--- src/rtl/wr_pack_fsm.sv ---
// Byte-to-word packer: fetches bytes from a FIFO one at a time and presents
// full (or flushed partial) words on a valid/ready output.
module wr_pack_fsm #(
    parameter int unsigned OUT_WIDTH = 32,
    parameter bit          MSB_FIRST = 1'b1,
    localparam int unsigned BYTES    = OUT_WIDTH / 8,
    localparam int unsigned CW       = $clog2(BYTES) + 1
) (
    input  logic                 axi_clk,
    input  logic                 rst,
    input  logic                 fifo_empty,
    input  logic                 i_trig,
    output logic                 read_en,
    input  logic [7:0]           i_data,
    input  logic                 flush,
    output logic [OUT_WIDTH-1:0] o_data,
    output logic                 o_valid,
    input  logic                 o_ready,
    output logic [CW-1:0]        o_byte_cnt,
    output logic                 o_partial,
    output logic [15:0]          o_word_cnt
);

    typedef enum logic [1:0] {
        IDLE,
        READ,
        CAPTURE,
        PRESENT
    } state_t;

    state_t               state;
    state_t               state_d;
    logic [OUT_WIDTH-1:0] data_d;
    logic [OUT_WIDTH-1:0] shifted;
    logic [CW-1:0]        cnt_d;
    logic                 partial_d;
    logic [15:0]          words_d;
    int unsigned          lane;

    // Next-state and datapath updates; o_data doubles as the accumulator.
    always_comb begin
        state_d   = state;
        data_d    = o_data;
        cnt_d     = o_byte_cnt;
        partial_d = o_partial;
        words_d   = o_word_cnt;
        lane      = MSB_FIRST ? (BYTES - 32'(o_byte_cnt) - 32'd1) : 32'(o_byte_cnt);
        shifted   = OUT_WIDTH'(i_data) << (lane * 32'd8);

        case (state)
            IDLE: begin
                // Flush of a non-empty word wins over fetching another byte.
                if (flush && (o_byte_cnt != '0)) begin
                    state_d   = PRESENT;
                    partial_d = 1'b1;
                end else if (!fifo_empty && i_trig) begin
                    state_d = READ;
                end
            end
            READ: begin
                state_d = CAPTURE;
            end
            CAPTURE: begin
                data_d = o_data | shifted;
                cnt_d  = o_byte_cnt + CW'(1);
                if (cnt_d == CW'(BYTES)) begin
                    state_d   = PRESENT;
                    partial_d = 1'b0;
                end else begin
                    state_d = IDLE;
                end
            end
            PRESENT: begin
                if (o_ready) begin
                    state_d   = IDLE;
                    data_d    = '0;
                    cnt_d     = '0;
                    partial_d = 1'b0;
                    words_d   = o_word_cnt + 16'd1;
                end
            end
            default: begin
                state_d = IDLE;
            end
        endcase
    end

    // State and registered outputs; strobes are decoded from the next state.
    always_ff @(posedge axi_clk or posedge rst) begin
        if (rst) begin
            state      <= IDLE;
            read_en    <= 1'b0;
            o_valid    <= 1'b0;
            o_data     <= '0;
            o_byte_cnt <= '0;
            o_partial  <= 1'b0;
            o_word_cnt <= '0;
        end else begin
            state      <= state_d;
            read_en    <= (state_d == READ);
            o_valid    <= (state_d == PRESENT);
            o_data     <= data_d;
            o_byte_cnt <= cnt_d;
            o_partial  <= partial_d;
            o_word_cnt <= words_d;
        end
    end

endmodule

--- config.mk ---
export PLATFORM = sky130hd
export DESIGN_NAME = wr_pack_fsm
export DESIGN_NICKNAME = d
export VERILOG_FILES = /design/src/rtl/wr_pack_fsm.sv
export SDC_FILE = /design/constraint.sdc
export NUM_CORES = 1
export LEC_CHECK = 0
export ABC_AREA = 1
export CORE_ASPECT_RATIO = 0.75
export CORE_UTILIZATION = 44
export DETAILED_ROUTE_END_ITERATION = 7
export PLACE_DENSITY = 0.82
export RECOVER_POWER = 25
export SYNTH_ARGS = -nofsm -noshare
export SYNTH_HDL_FRONTEND = slang
export SYNTH_SLANG_ARGS = --single-unit
export TNS_END_PERCENT = 5
--- constraint.sdc ---
create_clock -name axi_clk -period 6.1 [get_ports axi_clk]
set_input_delay 1.22 -clock axi_clk [delete_from_list [all_inputs] [get_ports axi_clk]]
set_output_delay 1.22 -clock axi_clk [all_outputs]
set_load 0.01 [all_outputs]
==> impl_metrics.env <==
export IMPL_min_delay_path_class="reg -> reg"
export IMPL_final_setup_viol_count=0
export IMPL_core_area_sq_mm=0.00592
export IMPL_postCtsHoldBufs=0
export IMPL_whs_endpoint="o_data[18]"
export IMPL_clkSlewWorstSetupHoldPaths_ns=0.10
export IMPL_grt_overflow=0
export IMPL_fin_nets=391
export IMPL_worstPathRequired_ns=5.91
export IMPL_cap_violations=1
export IMPL_multiInputGateArea_sq_mm=0.00107
export IMPL_grt_usage_pct=20.1
export IMPL_synthMuxAreaShare_pct=0
export IMPL_drive_gt1_share_pct=6.23
export IMPL_synth_simple_area_share_pct=22.4
export IMPL_dr_first_iter_drc_count=117
export IMPL_routed_wl_um=6000
export IMPL_area_sequential_sq_mm=0.00140
export IMPL_ys_seq_elements=56
export IMPL_first_global_vias=2196
export IMPL_cts_tree="done"
export IMPL_dieArea_sq_mm=0.00653
export IMPL_yosys_area_top_type="dfrtp_1"
export IMPL_fin_crit_sh_pct=66.1
export IMPL_tns_ns=0
export IMPL_ys_top_cells_by_area="dfrtp_1 (51%), inv_1 (7.1%), a21oi_1 (5.5%)"
export IMPL_antenna_found_initial=0
export IMPL_synthFlopType="dfrtp_1"
export IMPL_fin_skew_ns=0.0113
export IMPL_violations="max-capacitance violations, max-slew violations"
export IMPL_cp_start_kind="input pin"
export IMPL_vias=2228
export IMPL_powerDensity_mw_per_mm2=459
export IMPL_synth_cell_area_sq_mm=0.00273
export IMPL_grt_pass1_wl_um=10300
export IMPL_ir_worst_vdd_mv=0.197
export IMPL_mostFrequentLayoutCells="clkdlybuf4s50_1 (65), dfrtp_1 (56), inv_1 (51), nand2_1 (35), nor2_1 (31)"
export IMPL_area_growth_pct=29.3
export IMPL_r2r_slack_ns=2.89
export IMPL_fillers=518
export IMPL_cts_repair_resized=0
export IMPL_die_h_um=70.3
export IMPL_die_x_um=93
export IMPL_drv_slew=57
export IMPL_cts_num_sinks=56
export IMPL_rows=24
export IMPL_wl_per_cell_um=13.4
export IMPL_cts_root_buffer="clkbuf_8"
export IMPL_r2r_end="o_data[15]"
export IMPL_ios=68
export IMPL_synthXorXnorAreaFrac_pct=4.49
export IMPL_synth_nets=324
export IMPL_postCtsSetupBuffers=0
export IMPL_cts_max_path_buffers=2
export IMPL_synth_top_family_by_area="simple AND/OR/NAND/NOR gates"
export IMPL_maxSlewHeadroom_pct=-90.2
export IMPL_timing_rr_start="o_byte_cnt[0]"
export IMPL_synth_distinct_cells=33
export IMPL_period_needed_ns=4.03
export IMPL_status="finished with violations"
export IMPL_synth_adder_area_share_pct=4.12
export IMPL_numCtsBuffers=5
export IMPL_finalHoldViolations=0
export IMPL_tightest_slew_ns=2.85
export IMPL_dp_hpwl_um=4550
export IMPL_antenna_left=0
export IMPL_drt_pass1_iterations=5
export IMPL_fin_hold_ws_ns=0.513
export IMPL_rsz0062_at_grt="no"
export IMPL_holdCritStartpoint="o_data[18]"
export IMPL_holdPathStages=2
export IMPL_crit_fanout=56
export IMPL_synth_cells=301
export IMPL_gp_congestion=0.824
export IMPL_async_reset_ff_share_pct=100
export IMPL_p_leak_nw=1.72
export IMPL_path_class="in -> async"
export IMPL_start_util_pct=46.2
export IMPL_clk_latency_ns=0.31
export IMPL_cts_max_level=2
export IMPL_drcViolationCount=0
export IMPL_yosysWarnings=0
export IMPL_yosysSeqAreaShare_pct=51.3
export IMPL_critPathArrivalTime_ns=3.85
export IMPL_final_common_cell="clkdlybuf4s50_1"
export IMPL_grt_max_degree=57
export IMPL_worst_r2r_cell_count=10
export IMPL_cp_end_kind="async pin"
export IMPL_synth_edff_count=0
export IMPL_syn_avg_cell_area_sq_um=9.08
export IMPL_synth_compound_area_share_pct=8.33
export IMPL_io_buffers=67
export IMPL_netlist_area_leader_share_pct=51.3
export IMPL_diodes=0
export IMPL_viasPerCell=4.98
export IMPL_critPathLaunch="rst"
export IMPL_fmax_ghz=0.248
area by class of cell:
type / count / area share, %
repair buffers: 68 / 19.1
clock buffers: 7 / 2.16
clock inverters: 1 / 0.248
well taps: 78 / 2.76
multi-input cells: 182 / 30.2
flip-flops and latches: 56 / 39.7
inverters: 55 / 5.84
logic make-up (layout without fill, tap and decap cells):
logic type | Yosys count | after routing
flops | 56 | 56
buf+inv | 63 | 131
compound gates | 40 | 40
simple gates | 119 | 119
fa+ha+maj | 9 | 9
xor+xnor | 14 | 14
Yosys cell counts, types with 2 or more instances:
cell type   n
inv_1      52
dfrtp_1    56
o31ai_1     2
nand4_1    10
clkbuf_1    3
nand2_1    34
ha_1        9
nor2_1     31
a21oi_2     2
nand3_1    25
xor2_1      9
buf_6       2
clkinv_1    2
nand2_4     4
xnor2_1     5
o21ai_0     3
a21oi_1    30
nor3_1      3
nor2_4      5
report_power, final:
part           switching (W)  leakage, nW  internal, W  total, W
sequential         0.0000986        0.739     0.000490  0.000589
clock               0.000116       0.0424    0.0000823  0.000198
combinational       0.000463        0.942     0.000371  0.000834
metrics by stage:
step | cell area, sq um | worst slack [ns] | power (W) | util, % | std cells
2_1_floorplan | 2730 | 3.51 | 0.00111 | - | 301
3_3_place_gp | 3460 | 3.02 | 0.00140 | 58.5 | 439
3_5_place_dp | 3460 | 2.97 | 0.00143 | 58.5 | 439
4_1_cts | 3540 | 2.94 | 0.00163 | 59.9 | 447
5_1_grt | 3530 | 1.36 | 0.00175 | 59.7 | 447
6_report | 3530 | 2.07 | 0.00162 | 59.7 | 447
routing by layer:
metal,global-route usage (%),vias to the layer above,wire length [um]
met1,27.8,1039,2760
met2,31.7,81,2810
met5,0,-,0
li1,-,1092,-
met3,3.05,16,286
met4,7.86,0,138
registers in the layout, indices dropped and copies added, names as in the netlist:
| signal | cells |
|---|---|
| read_en | 1 |
| o_partial | 1 |
| o_data | 32 |
| o_valid | 1 |
| state | 2 |
| o_byte_cnt | 3 |
| o_word_cnt | 16 |
critical path, stage by stage:
cell,delay [ns]
dlygate4sd3_1,0.54
clkinv_1,0.04
clkbuf_1,2.01
worst max-delay path by stage:
stage / cells after the start / endpoint
4_1_cts: 10 / o_data[15]
3_3_place_gp: 5 / o_word_cnt[2]
5_1_grt: 3 / o_data[15]
6_report: 3 / o_data[20]
3_5_place_dp: 10 / o_data[15]
2_1_floorplan: 1 / o_byte_cnt[0]
(Power assumes the default switching activity.)
==> variant, RTL diff (same flow settings) <==
Register the output `o_word_cnt` once more, cleared by the reset; this adds one clock of latency there. The other outputs are not delayed to match.
--- a/src/rtl/wr_pack_fsm.sv
+++ b/src/rtl/wr_pack_fsm.sv
@@ -28,6 +28,8 @@
         PRESENT
     } state_t;
 
+    logic [15:0] o_word_cnt_s0;
+
     state_t               state;
     state_t               state_d;
     logic [OUT_WIDTH-1:0] data_d;
@@ -43,7 +45,7 @@
         data_d    = o_data;
         cnt_d     = o_byte_cnt;
         partial_d = o_partial;
-        words_d   = o_word_cnt;
+        words_d   = o_word_cnt_s0;
         lane      = MSB_FIRST ? (BYTES - 32'(o_byte_cnt) - 32'd1) : 32'(o_byte_cnt);
         shifted   = OUT_WIDTH'(i_data) << (lane * 32'd8);
 
@@ -76,7 +78,7 @@
                     data_d    = '0;
                     cnt_d     = '0;
                     partial_d = 1'b0;
-                    words_d   = o_word_cnt + 16'd1;
+                    words_d   = o_word_cnt_s0 + 16'd1;
                 end
             end
             default: begin
@@ -94,7 +96,7 @@
             o_data     <= '0;
             o_byte_cnt <= '0;
             o_partial  <= 1'b0;
-            o_word_cnt <= '0;
+            o_word_cnt_s0 <= '0;
         end else begin
             state      <= state_d;
             read_en    <= (state_d == READ);
@@ -102,7 +104,15 @@
             o_data     <= data_d;
             o_byte_cnt <= cnt_d;
             o_partial  <= partial_d;
-            o_word_cnt <= words_d;
+            o_word_cnt_s0 <= words_d;
+        end
+    end
+
+    always_ff @(posedge axi_clk or posedge rst) begin
+        if (rst) begin
+            o_word_cnt <= '0;
+        end else begin
+            o_word_cnt <= o_word_cnt_s0;
         end
     end
 
Function: changed (Yosys sat finds a counterexample within 10 cycles, from zero or initial values and one cycle with rst high).
==> variant against the unedited design <==
  * Setup slack improved by 0.71 ns
  * Combinational power grew 3.6%
  * Sequential cell count is 16 higher
  * Synthesized area grew 16%
  * Register-to-register slack got worse by 0.12 ns
  * Maximum frequency grew 21%
  * Final area grew 16%
  * Worst hold slack worse by 0.13 ns
  * Wire length rose by 10%
  * Power grew 19%
  * Sequential share of layout area is 4.4 points higher
  * Non-clock buffer count stayed put
  * Critical endpoint is now o_data[9]$_DFFE_PP0P_
  * Largest cell class unchanged
==> variant: results (changes against the unedited design) <==
- Max Fanout on Critical Path: 17 (was 56)
- Comb pwr: 0.000864 W (was 0.000834 W)
- Total number of vias: 2291 (was 2228)
- Num CTS Buffers: 9 (was 5)
- Dpl cell area: 3930 um^2 (was 3460 um^2)
- Pint: 0.00114 W (was 0.000943 W)
- Sequential area share after synthesis: 56.7% (was 51.3%)
- Max VDD drop: 213 uV (was 197 uV)
- Clk_lat worst skew: 0.36 ns (was 0.31 ns)
- GP Congestion: 0.817 (was 0.824)
- Critical path class: reg -> reg (was in -> async)
- Final #Nets: 411 (was 391)
- All-Layer GR Usage: 19.7% (was 20.1%)
- Pre-Repair DR Iteration Count: 4 (was 5)
- Share of cells above drive strength 1: 10.9% (was 6.23%)
- Metal3 WL: 386 um (was 286 um)
- Worst setup path start: o_byte_cnt[0]$_DFFE_PP0P_ (was rst)
- Leak: 1.97 nW (was 1.72 nW)
- Worst hold path depth: 0 (was 2)
- DR WL met2: 3090 um (was 2810 um)
- Commonest cells in the netlist: dfrtp_1 (72), inv_1 (53), nand2_1 (31), a21oi_1 (28), nor2_1 (28) (was dfrtp_1 (56), inv_1 (52), nand2_1 (34), nor2_1 (31), a21oi_1 (30))
- Distinct cells, synth: 30 (was 33)
- Outcome: finished clean (was finished with violations)
- Synth area leaders: dfrtp_1 (57%), inv_1 (6.3%), a21oi_1 (4.4%) (was dfrtp_1 (51%), inv_1 (7.1%), a21oi_1 (5.5%))
- Final Skew: 0.0109 ns (was 0.0113 ns)
- Fin crit share: 54.5% (was 66.1%)
- Fin area: 4090 um^2 (was 3530 um^2)
- CP arrival: 3.58 ns (was 3.85 ns)
- Wire length of the first global-routing pass: 11200 um (was 10300 um)
- Slew @ Worst Pin: 0.923 ns (was 2.85 ns)
- Max stage delay on crit path: 0.75 ns (was 2.01 ns)
- Post-DP HPWL: 4710 um (was 4550 um)
- Layout fillers: 627 (was 518)
- Dpl cells: 475 (was 439)
## variant: final cells by class
class / count / share of cell area (%)
inverters: 55 / 5.05
multi-input cells: 182 / 27.0
clock inverters: 7 / 1.35
clock buffers: 9 / 3.03
well taps: 98 / 3.00
flip-flops and latches: 72 / 44.0
repair buffers: 68 / 16.6
## variant: through the flow
stage          hold WS (ns)  total power (W)
2_1_floorplan         0.354          0.00127
3_3_place_gp          0.363          0.00156
3_5_place_dp          0.365          0.00159
4_1_cts               0.384          0.00194
5_1_grt               0.408          0.00206
6_report              0.382          0.00192
## variant: logic make-up (layout without fill, tap and decap cells)
| kind of cell | count (synthesis) | after routing | synth area share (%) |
|---|---|---|---|
| buf+inv | 63 | 139 | 8.19 |
| fa+ha+maj | 9 | 9 | 3.54 |
| compound gates | 41 | 41 | 7.56 |
| flops | 72 | 72 | 56.7 |
| xor+xnor | 15 | 15 | 4.13 |
| simple gates | 117 | 117 | 19.9 |
